`src/rtl/cpu_sequencer_if.sv`:
```
// Datapath-side bundle of the mini-CPU sequencer: register-memory ports, ALU control
// and the LCD refresh handshake.
interface cpu_sequencer_if;
    logic [3:0] rd_addr1;
    logic [3:0] rd_addr2;
    logic [3:0] wr_addr;
    logic       wr_en;
    logic       wr_zero;
    logic [2:0] alu_op;
    logic       alu_imm_sign;
    logic [5:0] alu_imm;
    logic       alu_en;
    logic       lcd_req;
    logic       lcd_ack;

    modport master (
        output rd_addr1, rd_addr2, wr_addr, wr_en, wr_zero,
        output alu_op, alu_imm_sign, alu_imm, alu_en, lcd_req,
        input  lcd_ack
    );

    modport slave (
        input  rd_addr1, rd_addr2, wr_addr, wr_en, wr_zero,
        input  alu_op, alu_imm_sign, alu_imm, alu_en, lcd_req,
        output lcd_ack
    );
endinterface

```
`src/rtl/cpu_sequencer.sv`:
```
// Mini-CPU control unit: debounces the power/send buttons, latches an instruction and walks it
// through decode/execute/writeback/display, including the multi-cycle CLEAR sweep.
module cpu_sequencer #(
    parameter int DEBOUNCE_CYCLES = 50000,
    parameter int NUM_REGS        = 16
) (
    input  logic                   clk,
    input  logic                   rst_n,
    input  logic                   ligar,
    input  logic                   enviar,
    input  logic [2:0]             opcode,
    input  logic [3:0]             addr1,
    input  logic [3:0]             addr2,
    input  logic [6:0]             addr3OuImm,
    output logic                   cpu_on,
    output logic [2:0]             state_o,
    cpu_sequencer_if.master        bus
);

    localparam int CNT_W = (DEBOUNCE_CYCLES > 1) ? $clog2(DEBOUNCE_CYCLES) : 1;
    localparam logic [CNT_W-1:0] CNT_MAX = CNT_W'(DEBOUNCE_CYCLES - 1);
    localparam int CLR_W = (NUM_REGS > 1) ? $clog2(NUM_REGS) : 1;
    localparam logic [CLR_W-1:0] CLR_LAST = CLR_W'(NUM_REGS - 1);

    typedef enum logic [2:0] {
        OFF       = 3'd0,
        FETCH     = 3'd1,
        DECODE    = 3'd2,
        EXECUTE   = 3'd3,
        WRITEBACK = 3'd4,
        CLEAR     = 3'd5,
        DISPLAY   = 3'd6
    } state_t;

    // Bit 0 = ligar, bit 1 = enviar. Buttons idle high (released).
    logic [1:0]       btn_raw;
    logic [1:0]       sync1_q;
    logic [1:0]       sync2_q;
    logic [1:0]       db_q;
    logic [CNT_W-1:0] cnt_q [2];
    logic [1:0]       accept;
    logic [1:0]       release_w;
    logic             lig_rel;
    logic             env_rel;

    assign btn_raw = {enviar, ligar};

    // NOTE: every signal driven from always_comb gets a default on entry, otherwise a path
    // that skips the assignment silently infers a latch.
    always_comb begin
        accept    = '0;
        release_w = '0;
        for (int i = 0; i < 2; i++) begin
            accept[i]    = (sync2_q[i] != db_q[i]) && (cnt_q[i] == CNT_MAX);
            release_w[i] = accept[i] & sync2_q[i];
        end
    end

    assign lig_rel = release_w[0];
    assign env_rel = release_w[1];

    // NOTE: sequential state uses non-blocking assignments only, so every register samples
    // the pre-edge values regardless of statement order.
    always_ff @(posedge clk or negedge rst_n) begin
        if (!rst_n) begin
            sync1_q <= 2'b11;
            sync2_q <= 2'b11;
            db_q    <= 2'b11;
            for (int i = 0; i < 2; i++) cnt_q[i] <= '0;
        end else begin
            sync1_q <= btn_raw;
            sync2_q <= sync1_q;
            for (int i = 0; i < 2; i++) begin
                if (sync2_q[i] == db_q[i]) begin
                    cnt_q[i] <= '0;
                end else if (accept[i]) begin
                    db_q[i]  <= sync2_q[i];
                    cnt_q[i] <= '0;
                end else begin
                    cnt_q[i] <= cnt_q[i] + 1'b1;
                end
            end
        end
    end

    state_t           state_q;
    logic             pending_q;
    logic [3:0]       addr1_q;
    logic [CLR_W-1:0] clr_q;
    logic [3:0]       rd_addr1_q;
    logic [3:0]       rd_addr2_q;
    logic [3:0]       wr_addr_q;
    logic             wr_en_q;
    logic             wr_zero_q;
    logic [2:0]       alu_op_q;
    logic             alu_imm_sign_q;
    logic [5:0]       alu_imm_q;
    logic             alu_en_q;
    logic             lcd_req_q;

    always_ff @(posedge clk or negedge rst_n) begin
        if (!rst_n) begin
            state_q        <= OFF;
            pending_q      <= 1'b0;
            addr1_q        <= '0;
            clr_q          <= '0;
            rd_addr1_q     <= '0;
            rd_addr2_q     <= '0;
            wr_addr_q      <= '0;
            wr_en_q        <= 1'b0;
            wr_zero_q      <= 1'b0;
            alu_op_q       <= '0;
            alu_imm_sign_q <= 1'b0;
            alu_imm_q      <= '0;
            alu_en_q       <= 1'b0;
            lcd_req_q      <= 1'b0;
        end else begin
            wr_en_q   <= 1'b0;
            wr_zero_q <= 1'b0;
            alu_en_q  <= 1'b0;

            // Power-off requested mid-instruction is deferred until the instruction finishes.
            if (lig_rel && state_q inside {DECODE, EXECUTE, WRITEBACK, CLEAR, DISPLAY})
                pending_q <= 1'b1;

            case (state_q)
                OFF: begin
                    pending_q <= 1'b0;
                    if (lig_rel) state_q <= FETCH;
                end
                FETCH: begin
                    if (lig_rel) begin
                        state_q <= OFF;
                    end else if (env_rel) begin
                        alu_op_q       <= opcode;
                        addr1_q        <= addr1;
                        alu_imm_sign_q <= addr3OuImm[6];
                        alu_imm_q      <= addr3OuImm[5:0];
                        rd_addr1_q     <= addr2;
                        rd_addr2_q     <= addr3OuImm[6:3];
                        state_q        <= DECODE;
                    end
                end
                DECODE: begin
                    if (alu_op_q == 3'b110) begin
                        state_q   <= CLEAR;
                        clr_q     <= '0;
                        wr_en_q   <= 1'b1;
                        wr_zero_q <= 1'b1;
                        wr_addr_q <= '0;
                    end else if (alu_op_q == 3'b111) begin
                        state_q    <= DISPLAY;
                        rd_addr1_q <= addr1_q;
                        lcd_req_q  <= 1'b1;
                    end else begin
                        state_q  <= EXECUTE;
                        alu_en_q <= 1'b1;
                    end
                end
                EXECUTE: begin
                    state_q   <= WRITEBACK;
                    wr_en_q   <= 1'b1;
                    wr_addr_q <= addr1_q;
                end
                WRITEBACK: begin
                    state_q    <= DISPLAY;
                    rd_addr1_q <= addr1_q;
                    lcd_req_q  <= 1'b1;
                end
                CLEAR: begin
                    if (clr_q == CLR_LAST) begin
                        state_q    <= DISPLAY;
                        rd_addr1_q <= addr1_q;
                        lcd_req_q  <= 1'b1;
                    end else begin
                        clr_q     <= clr_q + 1'b1;
                        wr_en_q   <= 1'b1;
                        wr_zero_q <= 1'b1;
                        wr_addr_q <= 4'(clr_q + 1'b1);
                    end
                end
                DISPLAY: begin
                    if (bus.lcd_ack) begin
                        lcd_req_q <= 1'b0;
                        if (pending_q || lig_rel) begin
                            state_q   <= OFF;
                            pending_q <= 1'b0;
                        end else begin
                            state_q <= FETCH;
                        end
                    end
                end
                default: state_q <= OFF;
            endcase
        end
    end

    assign cpu_on           = (state_q != OFF);
    assign state_o          = state_q;
    assign bus.rd_addr1     = rd_addr1_q;
    assign bus.rd_addr2     = rd_addr2_q;
    assign bus.wr_addr      = wr_addr_q;
    assign bus.wr_en        = wr_en_q;
    assign bus.wr_zero      = wr_zero_q;
    assign bus.alu_op       = alu_op_q;
    assign bus.alu_imm_sign = alu_imm_sign_q;
    assign bus.alu_imm      = alu_imm_q;
    assign bus.alu_en       = alu_en_q;
    assign bus.lcd_req      = lcd_req_q;

endmodule

```
`src/flat_wrapper.sv`:
```
// flat-port wrapper written by rule: the top's interface ports become plain ports
module cpu_sequencer_flat 
#(
    parameter int DEBOUNCE_CYCLES = 50000,
    parameter int NUM_REGS        = 16
)
  (clk, rst_n, ligar, enviar, opcode, addr1, addr2, addr3OuImm, cpu_on, state_o, bus_rd_addr1, bus_rd_addr2, bus_wr_addr, bus_wr_en, bus_wr_zero, bus_alu_op, bus_alu_imm_sign, bus_alu_imm, bus_alu_en, bus_lcd_req, bus_lcd_ack);
  cpu_sequencer_if bus_i ();
  input  logic clk;
  input  logic rst_n;
  input  logic ligar;
  input  logic enviar;
  input  logic [2:0] opcode;
  input  logic [3:0] addr1;
  input  logic [3:0] addr2;
  input  logic [6:0] addr3OuImm;
  output logic cpu_on;
  output logic [2:0] state_o;
  output wire logic [$bits(bus_i.rd_addr1)-1:0] bus_rd_addr1;
  output wire logic [$bits(bus_i.rd_addr2)-1:0] bus_rd_addr2;
  output wire logic [$bits(bus_i.wr_addr)-1:0] bus_wr_addr;
  output wire logic [$bits(bus_i.wr_en)-1:0] bus_wr_en;
  output wire logic [$bits(bus_i.wr_zero)-1:0] bus_wr_zero;
  output wire logic [$bits(bus_i.alu_op)-1:0] bus_alu_op;
  output wire logic [$bits(bus_i.alu_imm_sign)-1:0] bus_alu_imm_sign;
  output wire logic [$bits(bus_i.alu_imm)-1:0] bus_alu_imm;
  output wire logic [$bits(bus_i.alu_en)-1:0] bus_alu_en;
  output wire logic [$bits(bus_i.lcd_req)-1:0] bus_lcd_req;
  input wire logic [$bits(bus_i.lcd_ack)-1:0] bus_lcd_ack;
  assign bus_rd_addr1 = bus_i.rd_addr1;
  assign bus_rd_addr2 = bus_i.rd_addr2;
  assign bus_wr_addr = bus_i.wr_addr;
  assign bus_wr_en = bus_i.wr_en;
  assign bus_wr_zero = bus_i.wr_zero;
  assign bus_alu_op = bus_i.alu_op;
  assign bus_alu_imm_sign = bus_i.alu_imm_sign;
  assign bus_alu_imm = bus_i.alu_imm;
  assign bus_alu_en = bus_i.alu_en;
  assign bus_lcd_req = bus_i.lcd_req;
  assign bus_i.lcd_ack = bus_lcd_ack;
  cpu_sequencer #(.DEBOUNCE_CYCLES(DEBOUNCE_CYCLES), .NUM_REGS(NUM_REGS)) u_core (.clk(clk), .rst_n(rst_n), .ligar(ligar), .enviar(enviar), .opcode(opcode), .addr1(addr1), .addr2(addr2), .addr3OuImm(addr3OuImm), .cpu_on(cpu_on), .state_o(state_o), .bus(bus_i));
endmodule
```
`config.mk`:
```
export PLATFORM = sky130hd
export DESIGN_NAME = cpu_sequencer_flat
export DESIGN_NICKNAME = d
export VERILOG_FILES = /design/src/rtl/cpu_sequencer_if.sv /design/src/rtl/cpu_sequencer.sv /design/src/flat_wrapper.sv
export SDC_FILE = /design/constraint.sdc
export NUM_CORES = 1
export LEC_CHECK = 0
export CAP_MARGIN = 20
export CORE_MARGIN = 10
export CORE_UTILIZATION = 40
export CTS_CLUSTER_DIAMETER = 150
export DETAILED_ROUTE_END_ITERATION = 10
export PLACE_DENSITY_LB_ADDON = 0.3
export SYNTH_ARGS = -nofsm -noshare
export SYNTH_HDL_FRONTEND = slang
export SYNTH_SLANG_ARGS = --single-unit
```
`constraint.sdc`:
```
create_clock -name clk -period 3.1 [get_ports clk]
set_input_delay 0.465 -clock clk [delete_from_list [all_inputs] [get_ports clk]]
set_output_delay 0.465 -clock clk [all_outputs]
set_load 0.02 [all_outputs]
```
==> results.md, run 1 <==
* Status: completed
* Critical Path Source Type: flop
* Cts bufs inserted at 9
* Final Power at 2.906 mW
* Max incr delay on CP at 570 ps
* Top cells by area, synth: dfrtp_1, nor2_1, dfstp_2, mux2_4, xnor2_1
* H-tree Lvls at 3
* Horiz. Die Dim at 113.3 um
* Peak Freq at 392.2 MHz
* Final Slew Violations at 0
* WS Path Type: reg -> out
* IO Port Bufs at 52
* Worst Hold Class: in -> async
* Worst Path Buf+Inv at 1
* Pwr dens at 677.8 nW/um2
* Worst path arrival time at 2080 ps
* Post-DP HPWL at 5396 um
* Post-CTS Hold Buffers at 0
* Async SR Flop Fraction at 100.0%
* Commonest non-fill, non-tap cells in the layout: dfrtp_1, nor2_1, clkdlybuf4s50_1, nand2_1
* Critical path capture point type: output port
* Slew @ Worst Pin at 563.9 ps
* Total negative slack at 0 ps
* Clock sinks at 72
* Antenna violations before repair at 0
* RSZ-0062 raised after global routing: false
* Peak supply drop at 0.0002736 V
* Part of the power in the clock network at 27.2%
* Final Util at 51.40%
* Synth warn at 0
* IO Pins at 53
* Top fanout value on the critical path at 16
* Post-Synthesis Cells at 326
* Register area at 1809 um2
* Post-synth EDFFs at 0
* Slew HR at 62.12%
* Nets at 404
* Bufs on Longest Clock Path at 2
* Post-route DRC at 0
* N_diodes at 0
* Leading area contributor after synthesis: dfrtp_1
* Initial drt markers at 94
* Crit path max-delay family: simple AND/OR/NAND/NOR gates
* Comb power frac at 31.4%
* Reg2reg end: u_core.bus.alu_imm[0]
* Leading cell type in the layout, fill and taps excluded: dfrtp_1
* Detail Route Antenna Nets at 0
* Final critical-path share of the clock period at 82.26%
* Total GRT Usage at 11.73%
* Vias in the first global route at 2564
* Area occupied by multi-input gates at 1560 um2
* Max stage delay cell, worst path: clkdlybuf4s50_1
* Sequential area share after synthesis at 52.00%
* Post-CTS resize count at 0
* Routed vias at 2498
* Total global routing overflow at 0
* CP cell instances: nor2_2 > nand2_1 > clkdlybuf4s50_1
* First-pass GRT wire length at 12500 um
* Vias per cell at 5.119
* Clk Latency, worst-skew pair at 350 ps
* Min cycle time layout at 2550 ps
* Syn Std Cell Area at 3480 um2
* CORE AREA at 8341 um2
* Initial cell density of the core at 41.72%
* Synth Flop Type: dfrtp_1
* Syn Nets at 352
* Setup slack, reg-to-reg at 670 ps
* Switching Power at 0.9884 mW
* GP Congestion at 0.8320
* Unique masters post-synth at 48
* Pre-antenna DRT Iters at 4
* Final setup viols at 0
* Fillers at 738
* DRT Wirelength at 7387 um
* Layout cells sized above 1 at 13.32%
* Die area at 12830 um2
* P_leak at 1.883 nW
* Worst Reg-to-Reg Cells at 5
* Layout Skew at 14.71 ps
* Maxcap violations at 0
* Net Sw Frac at 34.02%
* Pin count of the biggest net entering global routing at 27
* Top cell type's share of synthesized area at 47.46%
* Rows at 33
* Worst EP required at 2630 ps
* WL/cell at 15.14 um
* Fin. Hold Viols at 0
* Syn avg cell area at 10.67 um2
* #FFs+latches synth at 72
* Die Y at 113.3 um
* Setup bufs post-CTS at 0
* Seq pwr share at 41.3%
* CTS clk-pin slew, worst paths at 80 ps
* CTS tree: built
* Reg-to-Reg Start: u_core.cnt_q[7]
* Area delta synth->final at 23.19%
* Root buffer cell: clkbuf_8
* Internal power at 1.917 mW
==> per-layer routing <==
layer / GRT usage (%) / vias to the layer above / wire length [um]
met5: 0 / - / 0
met4: 4.315 / 0 / 87
met3: 3.803 / 8 / 355
met2: 19.39 / 48 / 3603
met1: 13.89 / 1202 / 3341
li1: - / 1240 / -
==> cell type report <==
| cell class | instances | area share [%] |
|---|---|---|
| sequential | 72 | 42.21 |
| multi-input combinational | 231 | 36.40 |
| timing repair buffer | 55 | 12.55 |
| clock buffer | 11 | 3.532 |
| tap | 105 | 3.065 |
| clock inverter | 5 | 1.459 |
| inverter | 9 | 0.7881 |
==> flip-flops by register name (all words and copies together), names as in the netlist, 3 cells and up <==
register and count:
u_core.addr1_q 4, u_core.bus.alu_imm 5, u_core.cnt_q 32, u_core.bus.wr_addr 4, u_core.clr_q 4, u_core.bus.alu_op 3, u_core.bus.rd_addr1 4, u_core.state_o 3
==> logic make-up after synthesis <==
family                   after synthesis  share of synthesized area [%]
AO/OA/AOI/OAI                         38                          7.299
AND/OR/NAND/NOR                      138                          21.00
XOR/XNOR                              32                          8.054
flip-flops                            72                          52.00
adder cells (fa/ha/maj)                3                          1.079
buffers and inverters                 23                          3.164
multiplexers                          20                          7.407
==> worst max path at each step <==
stage | startpoint | to | depth (start not counted) | slack (ps)
detailed placement | u_core.cnt_q[7] | u_core.bus.alu_imm[0] | 5 | 670
floorplan | u_core.cnt_q[7] | u_core.addr1_q[0] | 6 | 910
finish | u_core.state_o[1] | cpu_on | 3 | 550
global placement | u_core.cnt_q[12] | u_core.bus.alu_imm[1] | 5 | 730
CTS | u_core.state_o[1] | cpu_on | 3 | 510
global route | u_core.state_o[1] | cpu_on | 3 | 410
==> power by group through the flow <==
stage | clock network [mW] | logic [mW] | registers, mW
final | 0.791 | 0.913 | 1.20
after global routing | 0.855 | 1.01 | 1.23
after CTS | 0.816 | 0.927 | 1.20
after detailed placement | 0 | 0.921 | 1.22
after global placement | 0 | 0.908 | 1.21
after floorplan | 0 | 0.478 | 1.28
==> synth_stat cells, types with 5 or more instances <==
cell type and number:
mux2_2 6, nand4_1 9, inv_1 9, nor3_1 6, xnor2_1 16, nand2_1 19
dfrtp_1 66, xor2_1 16, dfstp_2 6, nor2_1 51, clkbuf_1 6, nor2b_1 5
a21oi_1 7, o21ai_0 10, and4_1 5, and3_1 8, nand3_1 14, mux2_4 10
==> stage by stage <==
| step | hold slack, ps | setup slack, ps | cells | area [um2] |
|---|---|---|---|---|
| after global routing | 116.8 | 407.3 | 488 | 4287 |
| after global placement | 346.8 | 727.9 | 472 | 4073 |
| after CTS | 101.5 | 514.7 | 488 | 4287 |
| final | 90.60 | 550.1 | 488 | 4287 |
| after detailed placement | 347.2 | 665.1 | 472 | 4073 |
| after floorplan | 169.4 | 906.7 | 326 | 3480 |
Note: power is estimated with default switching activity, not from simulation.
==> run 2, diff against run 1 <==
Clock period 3.1 ns to 2.1 ns, I/O delays scaled along.
==> run 2 against run 1 <==
The flow now finishes with violations (negative setup slack). Via count is 5.0% higher. Die area stayed put. Count of clock-buffer cells in the layout is 2 lower. Non-clock buffer count is 25 higher. Routed wire length is 3.4% higher. Sequential share of layout area is 1.8 points lower. Critical path type is now reg -> reg. Largest cell class unchanged.
==> results.md, run 2 (synthesis gave the netlist of run 1 again) <==
* Largest register FFs at 32 (unchanged)
* IO Pins at 53 (unchanged)
* Register area at 1809 um2 (unchanged)
* Slew HR at 59.73% (was 62.12%)
* P_leak at 2.011 nW (was 1.883 nW)
* Slew @ Worst Pin at 600.0 ps (was 563.9 ps)
* Fin. Hold Viols at 0 (unchanged)
* Antenna violations before repair at 0 (unchanged)
* Post-route cell area at 4476 um2 (was 4287 um2)
* Min cycle time layout at 2148 ps
* Worst path arrival time at 2380 ps (was 2080 ps)
* Final std cells w/o fill at 513 (was 488)
* DRT Wirelength at 7640 um (was 7387 um)
* Hold Slack at 357.2 ps (was 90.60 ps)
* CTS clk-pin slew, worst paths at 80 ps (about the same)
* Worst Hold Class: reg -> reg (was in -> async)
* Worst Path Buf+Inv at 0 (was 1)
* Rows at 33 (unchanged)
* Total GRT Usage at 12.39% (was 11.73%)
* GR Layer Usage met3 at 4.173% (was 3.803%)
* Setup slack, reg-to-reg at -50 ps (was 670 ps)
* Horiz. Die Dim at 113.3 um (unchanged)
* Leading cell type in the layout, fill and taps excluded: dfrtp_1 (unchanged)
* Detail Route Antenna Nets at 0 (unchanged)
* Vias in the first global route at 2678 (was 2564)
* Placed cell count at 495 (was 472)
* Placed cell area at 4264 um2 (was 4073 um2)
* Busiest grt layer: met2 (unchanged)
* Initial cell density of the core at 41.72% (unchanged)
* GR Util met2 at 20.39% (was 19.39%)
* First-pass GRT wire length at 13200 um (was 12500 um)
* Layout Skew at 7.682 ps (was 14.71 ps)
* Failing checks: negative setup slack
* CORE AREA at 8341 um2 (unchanged)
* Commonest non-fill, non-tap cells in the layout: dfrtp_1, nor2_1, clkdlybuf4s50_1, buf_4, nand2_1 (was dfrtp_1, nor2_1, clkdlybuf4s50_1, nand2_1)
* Peak Freq at 465.6 MHz
* N_diodes at 0 (unchanged)
* Maxcap violations at 0 (unchanged)
* Critical Path Source Type: flop (unchanged)
* Die area at 12830 um2 (unchanged)
* Nets at 429 (was 404)
* Critical path capture point type: flop (was output port)
* H-tree Lvls at 3 (unchanged)
* Area delta synth->final at 28.62% (was 23.19%)
* Reg2reg end: u_core.bus.rd_addr1[0] (was u_core.bus.alu_imm[0])
* Met1 Track Usage GR at 15.23% (was 13.89%)
* Total global routing overflow at 0 (unchanged)
* CTS tree: built (unchanged)
* Final Util at 53.66% (was 51.40%)
* Reg-to-Reg Start: u_core.cnt_q[10] (was u_core.cnt_q[7])
* Post-DP HPWL at 5661 um (was 5396 um)
* Top fanout value on the critical path at 8 (was 16)
* WHS Path Cells at 0
* IO Port Bufs at 52 (unchanged)
* Root buffer cell: clkbuf_8 (unchanged)
* Peak supply drop at 0.0004710 V (was 0.0002736 V)
* Vias per cell at 5.111 (was 5.119)
* Worst Hold End: u_core.sync2_q[0]
* Status: finished with violations (was completed)
* Pre-antenna DRT Iters at 4 (unchanged)
* Top reg by flops: u_core.cnt_q (unchanged)
* Cts bufs inserted at 9 (unchanged)
* Hold path start: u_core.sync1_q[0]
* RSZ-0062 raised after global routing: true (was false)
* Worst Reg-to-Reg Cells at 5 (unchanged)
* CP cell instances: or4b_4 > nor4_4 > o211ai_1 > and4_1 > a211o_1 (was nor2_2 > nand2_1 > clkdlybuf4s50_1)
* Final Slew Violations at 0 (unchanged)
* GP Congestion at 0.8122 (was 0.8320)
* Area occupied by multi-input gates at 1564 um2 (was 1560 um2)
* Die Y at 113.3 um (unchanged)
* Max incr delay on CP at 540 ps (was 570 ps)
* Min setup slack post-route at -47.95 ps (was 550.1 ps)
* Pin count of the biggest net entering global routing at 50 (was 27)
* Post-route DRC at 0 (unchanged)
* Pwr dens at 960.1 nW/um2 (was 677.8 nW/um2)
* Layout cells sized above 1 at 18.63% (was 13.32%)
* Routed vias at 2622 (was 2498)
* WL/cell at 14.89 um (was 15.14 um)
* Clock sinks at 72 (unchanged)
* Initial drt markers at 115 (was 94)
* Max stage delay cell, worst path: or4b_4 (was clkdlybuf4s50_1)
* Crit path max-delay family: simple AND/OR/NAND/NOR gates (unchanged)
* Final critical-path share of the clock period at 102.3%
* WS Path Type: reg -> reg (was reg -> out)
* Clk Latency, worst-skew pair at 350 ps (about the same)
* Bufs on Longest Clock Path at 2 (unchanged)
* Final setup viols at 18 (was 0)
* Worst EP required at 2340 ps (was 2630 ps)
* Fillers at 767 (was 738)
## run 2: changes by cell type in the layout (fill, tap and decap cells not counted), sizes merged
cell           change
buf               +24
clkbuf             -2
clkdlybuf4s50      -1
clkinv             +1
clkinvlp           +1
dlygate4sd2        +1
dlygate4sd3        +1
## run 2: layer usage
| metal | up-vias | routed length, um |
|---|---|---|
| met5 | - | 0 |
| met4 | 0 | 57 |
| met3 | 7 | 315 |
| met2 | 36 | 3818 |
| met1 | 1290 | 3448 |
| li1 | 1289 | - |
## run 2: layout make-up
type | count | area share [%]
repair buffers | 80 | 16.58
clock inverters | 7 | 1.594
well taps | 105 | 2.935
multi-input cells | 231 | 34.95
clock buffers | 9 | 2.768
inverters | 9 | 0.7548
flip-flops and latches | 72 | 40.43
## run 2: repair_timing
| item | 4_1_cts | 5_1_grt |
|---|---|---|
| pin swaps | 4 | 6 |
| endpoints found under the hold margin | 39 | 0 |
| gates resized for setup | 1 | 0 |
| buffers inserted | 1 | 0 |
| hold buffers | 1 | 0 |
| endpoints found under the setup margin | 19 | 19 |
## run 2: worst max path at each step
stage               slack, ps                     end              from  cells after the start
floorplan                 -10       u_core.addr1_q[0]  u_core.cnt_q[11]                      6
global placement          -30  u_core.bus.rd_addr1[3]  u_core.cnt_q[11]                      5
detailed placement        -90  u_core.bus.rd_addr1[0]  u_core.cnt_q[11]                      5
CTS                       -70  u_core.bus.rd_addr1[3]  u_core.cnt_q[12]                      5
global route             -150  u_core.bus.rd_addr1[2]  u_core.cnt_q[10]                      5
finish                    -50  u_core.bus.rd_addr1[0]  u_core.cnt_q[10]                      5
## run 2: worst reg2reg max path, stage by stage (launching register included)
cell and delay [ps]:
dfrtp_1 380, or4b_4 540, nor4_4 330, o211ai_1 280, and4_1 280, a211o_1 220
## run 2: where the power goes
part	internal [mW]	total, mW	switching [mW]
registers	1.58	1.71	0.129
clock network	0.547	1.08	0.533
logic	0.694	1.51	0.818
total	2.82	4.30	1.48
## run 2: through the flow
stage / power, mW / setup slack, ps / TNS [ps]
global placement: 3.223 / -28.11 / -340.7
global route: 4.557 / -149.3 / -1855
finish: 4.297 / -47.95 / -596.5
CTS: 4.355 / -72.92 / -825.2
floorplan: 2.600 / -11.54 / -115.4
detailed placement: 3.260 / -87.54 / -990.4
==> run 3, diff against run 2 <==
Settings changed: RECOVER_POWER from default to 100.
==> run 3 against run 2 <==
The run still ends with negative setup slack left. Global-route usage stayed put. Routed wire length is 0.27% higher. Fmax is 0.25% lower. Flip-flop and latch count stayed put. Largest cell class unchanged. Via count is 0.27% lower.
==> results.md, run 3 (synthesis gave the netlist of run 1 again) <==
* Min setup slack post-route at -53.37 ps (was -47.95 ps)
* RSZ-0062 raised after global routing: true (unchanged)
* Detail Route Antenna Nets at 0 (unchanged)
* First-pass GRT wire length at 13200 um (unchanged)
* Final Slew Violations at 0 (unchanged)
* N_diodes at 0 (unchanged)
* Placed cell area at 4264 um2 (unchanged)
* DRT Wirelength at 7661 um (was 7640 um)
* Worst EP required at 2340 ps (about the same)
* Initial drt markers at 128 (was 115)
* H-tree Lvls at 3 (unchanged)
* Antenna violations before repair at 0 (unchanged)
* IO Port Bufs at 52 (unchanged)
* Total global routing overflow at 0 (unchanged)
* GP Congestion at 0.8122 (unchanged)
* Worst Path Buf+Inv at 0 (unchanged)
* Slew HR at 21.59% (was 59.73%)
* IO Pins at 53 (unchanged)
* CORE AREA at 8341 um2 (unchanged)
* WL/cell at 14.93 um (was 14.89 um)
* Maxcap violations at 0 (unchanged)
* Layout Skew at 7.645 ps (was 7.682 ps)
* Slew @ Worst Pin at 1176 ps (was 600.0 ps)
* Largest register FFs at 32 (unchanged)
* Part of the power in the clock network at 25.6% (was 25.1%)
* Clock sinks at 72 (unchanged)
* P_leak at 2.022 nW (was 2.011 nW)
* Final setup viols at 18 (unchanged)
* Peak Freq at 464.4 MHz (was 465.6 MHz)
* Switching Power at 1.477 mW (was 1.480 mW)
* Top reg by flops: u_core.cnt_q (unchanged)
* Pwr dens at 950.5 nW/um2 (was 960.1 nW/um2)
* Fin. Hold Viols at 0 (unchanged)
* Pin count of the biggest net entering global routing at 50 (unchanged)
* Final critical-path share of the clock period at 102.5% (was 102.3%)
* Clk Latency, worst-skew pair at 350 ps (about the same)
* Peak supply drop at 0.0004695 V (was 0.0004710 V)
* Total negative slack at -668.8 ps (was -596.5 ps)
* Die area at 12830 um2 (unchanged)
* Total GRT Usage at 12.39% (unchanged)
* Comb power frac at 34.3% (was 35.2%)
* Min cycle time layout at 2153 ps (was 2148 ps)
* Worst Hold Class: reg -> reg (unchanged)
* Rows at 33 (unchanged)
* Post-route cell area at 4456 um2 (was 4476 um2)
* CTS tree: built (unchanged)
* Commonest non-fill, non-tap cells in the layout: dfrtp_1, nor2_1, dlygate4sd3_1, clkdlybuf4s50_1, buf_4 (was dfrtp_1, nor2_1, clkdlybuf4s50_1, buf_4, nand2_1)
* Post-DP HPWL at 5661 um (unchanged)
* CTS clk-pin slew, worst paths at 80 ps (about the same)
* Final Power at 4.235 mW (was 4.297 mW)
* Cts bufs inserted at 9 (unchanged)
* Worst slack, placed at -87.54 ps (unchanged)
* Vias per cell at 5.097 (was 5.111)
* Max incr delay on CP at 540 ps (about the same)
* Internal power at 2.758 mW (was 2.817 mW)
* Crit path max-delay family: simple AND/OR/NAND/NOR gates (unchanged)
* Leading cell type in the layout, fill and taps excluded: dfrtp_1 (unchanged)
* Worst path arrival time at 2390 ps (was 2380 ps)
* Area delta synth->final at 28.05% (was 28.62%)
* Failing checks: negative setup slack (unchanged)
* Top fanout value on the critical path at 8 (unchanged)
* Hold Slack at 357.2 ps (about the same)
* Net Sw Frac at 34.88% (was 34.43%)
* WS Path Type: reg -> reg (unchanged)
* Max stage delay cell, worst path: or4b_4 (unchanged)
* Seq pwr share at 40.1% (was 39.7%)
* Critical Path Source Type: flop (unchanged)
* Root buffer cell: clkbuf_8 (unchanged)
* Bufs on Longest Clock Path at 2 (unchanged)
* Die Y at 113.3 um (unchanged)
* Final Util at 53.42% (was 53.66%)
* Vias in the first global route at 2678 (unchanged)
* Status: finished with violations (unchanged)
* Horiz. Die Dim at 113.3 um (unchanged)
* Pre-antenna DRT Iters at 4 (unchanged)
* Final std cells w/o fill at 513 (unchanged)
* Initial cell density of the core at 41.72% (unchanged)
* Placed cell count at 495 (unchanged)
* Nets at 429 (unchanged)
* Routed vias at 2615 (was 2622)
* Post-route DRC at 0 (unchanged)
* Critical path capture point type: flop (unchanged)
* CP cell instances: or4b_4 > nor4_4 > o211ai_1 > and4_1 > a211o_1 (unchanged)
* Layout cells sized above 1 at 17.89% (was 18.63%)
[run 3: final timing paths]
| kind | endpoint | cells past startpoint | slack, ps | start |
|---|---|---|---|---|
| max in group asynchronous | u_core.state_o[2] | 3 | 370 | rst_n |
| max | u_core.bus.rd_addr1[0] | 5 | -50 | u_core.cnt_q[10] |
| min in group asynchronous | u_core.cnt_q[22] | 2 | 730 | rst_n |
| min | u_core.sync2_q[0] | 0 | 360 | u_core.sync1_q[0] |
| min reg2reg | u_core.sync2_q[0] | 0 | 360 | u_core.sync1_q[0] |
| max reg2reg | u_core.bus.rd_addr1[0] | 5 | -50 | u_core.cnt_q[10] |
[run 3: power by group through the flow]
stage          Combinational [mW]  Sequential (mW)  Clock [mW]
2_1_floorplan               0.704             1.90           0
3_3_place_gp                 1.50             1.72           0
3_5_place_dp                 1.53             1.73           0
4_1_cts                      1.53             1.71        1.12
5_1_grt                      1.60             1.72        1.17
6_report                     1.45             1.70        1.08
[run 3: what timing repair did]
item	in CTS	in global routing
pin swaps	4	6
resized for setup	1	0
buffers inserted	1	0
endpoints found under the hold margin	39	0
hold buffers	1	0
endpoints found under the setup margin	19	19
[run 3: per-layer routing]
metal | global-route usage [%] | routed length, um | vias to the layer above
met5 | 0 | 0 | -
met4 | 3.046 | 78 | 0
met3 | 4.173 | 320 | 9
met2 | 20.39 | 3809 | 36
met1 | 15.23 | 3452 | 1283
li1 | - | - | 1287
[run 3: cell type report]
class | instances | area (um2)
clock buffer | 9 | 123.9
clock inverter | 7 | 71.32
fill | 774 | 3885
inverter | 9 | 33.78
multi-input combinational | 231 | 1564
sequential | 72 | 1809
tap | 105 | 131.4
timing repair buffer | 80 | 721.9
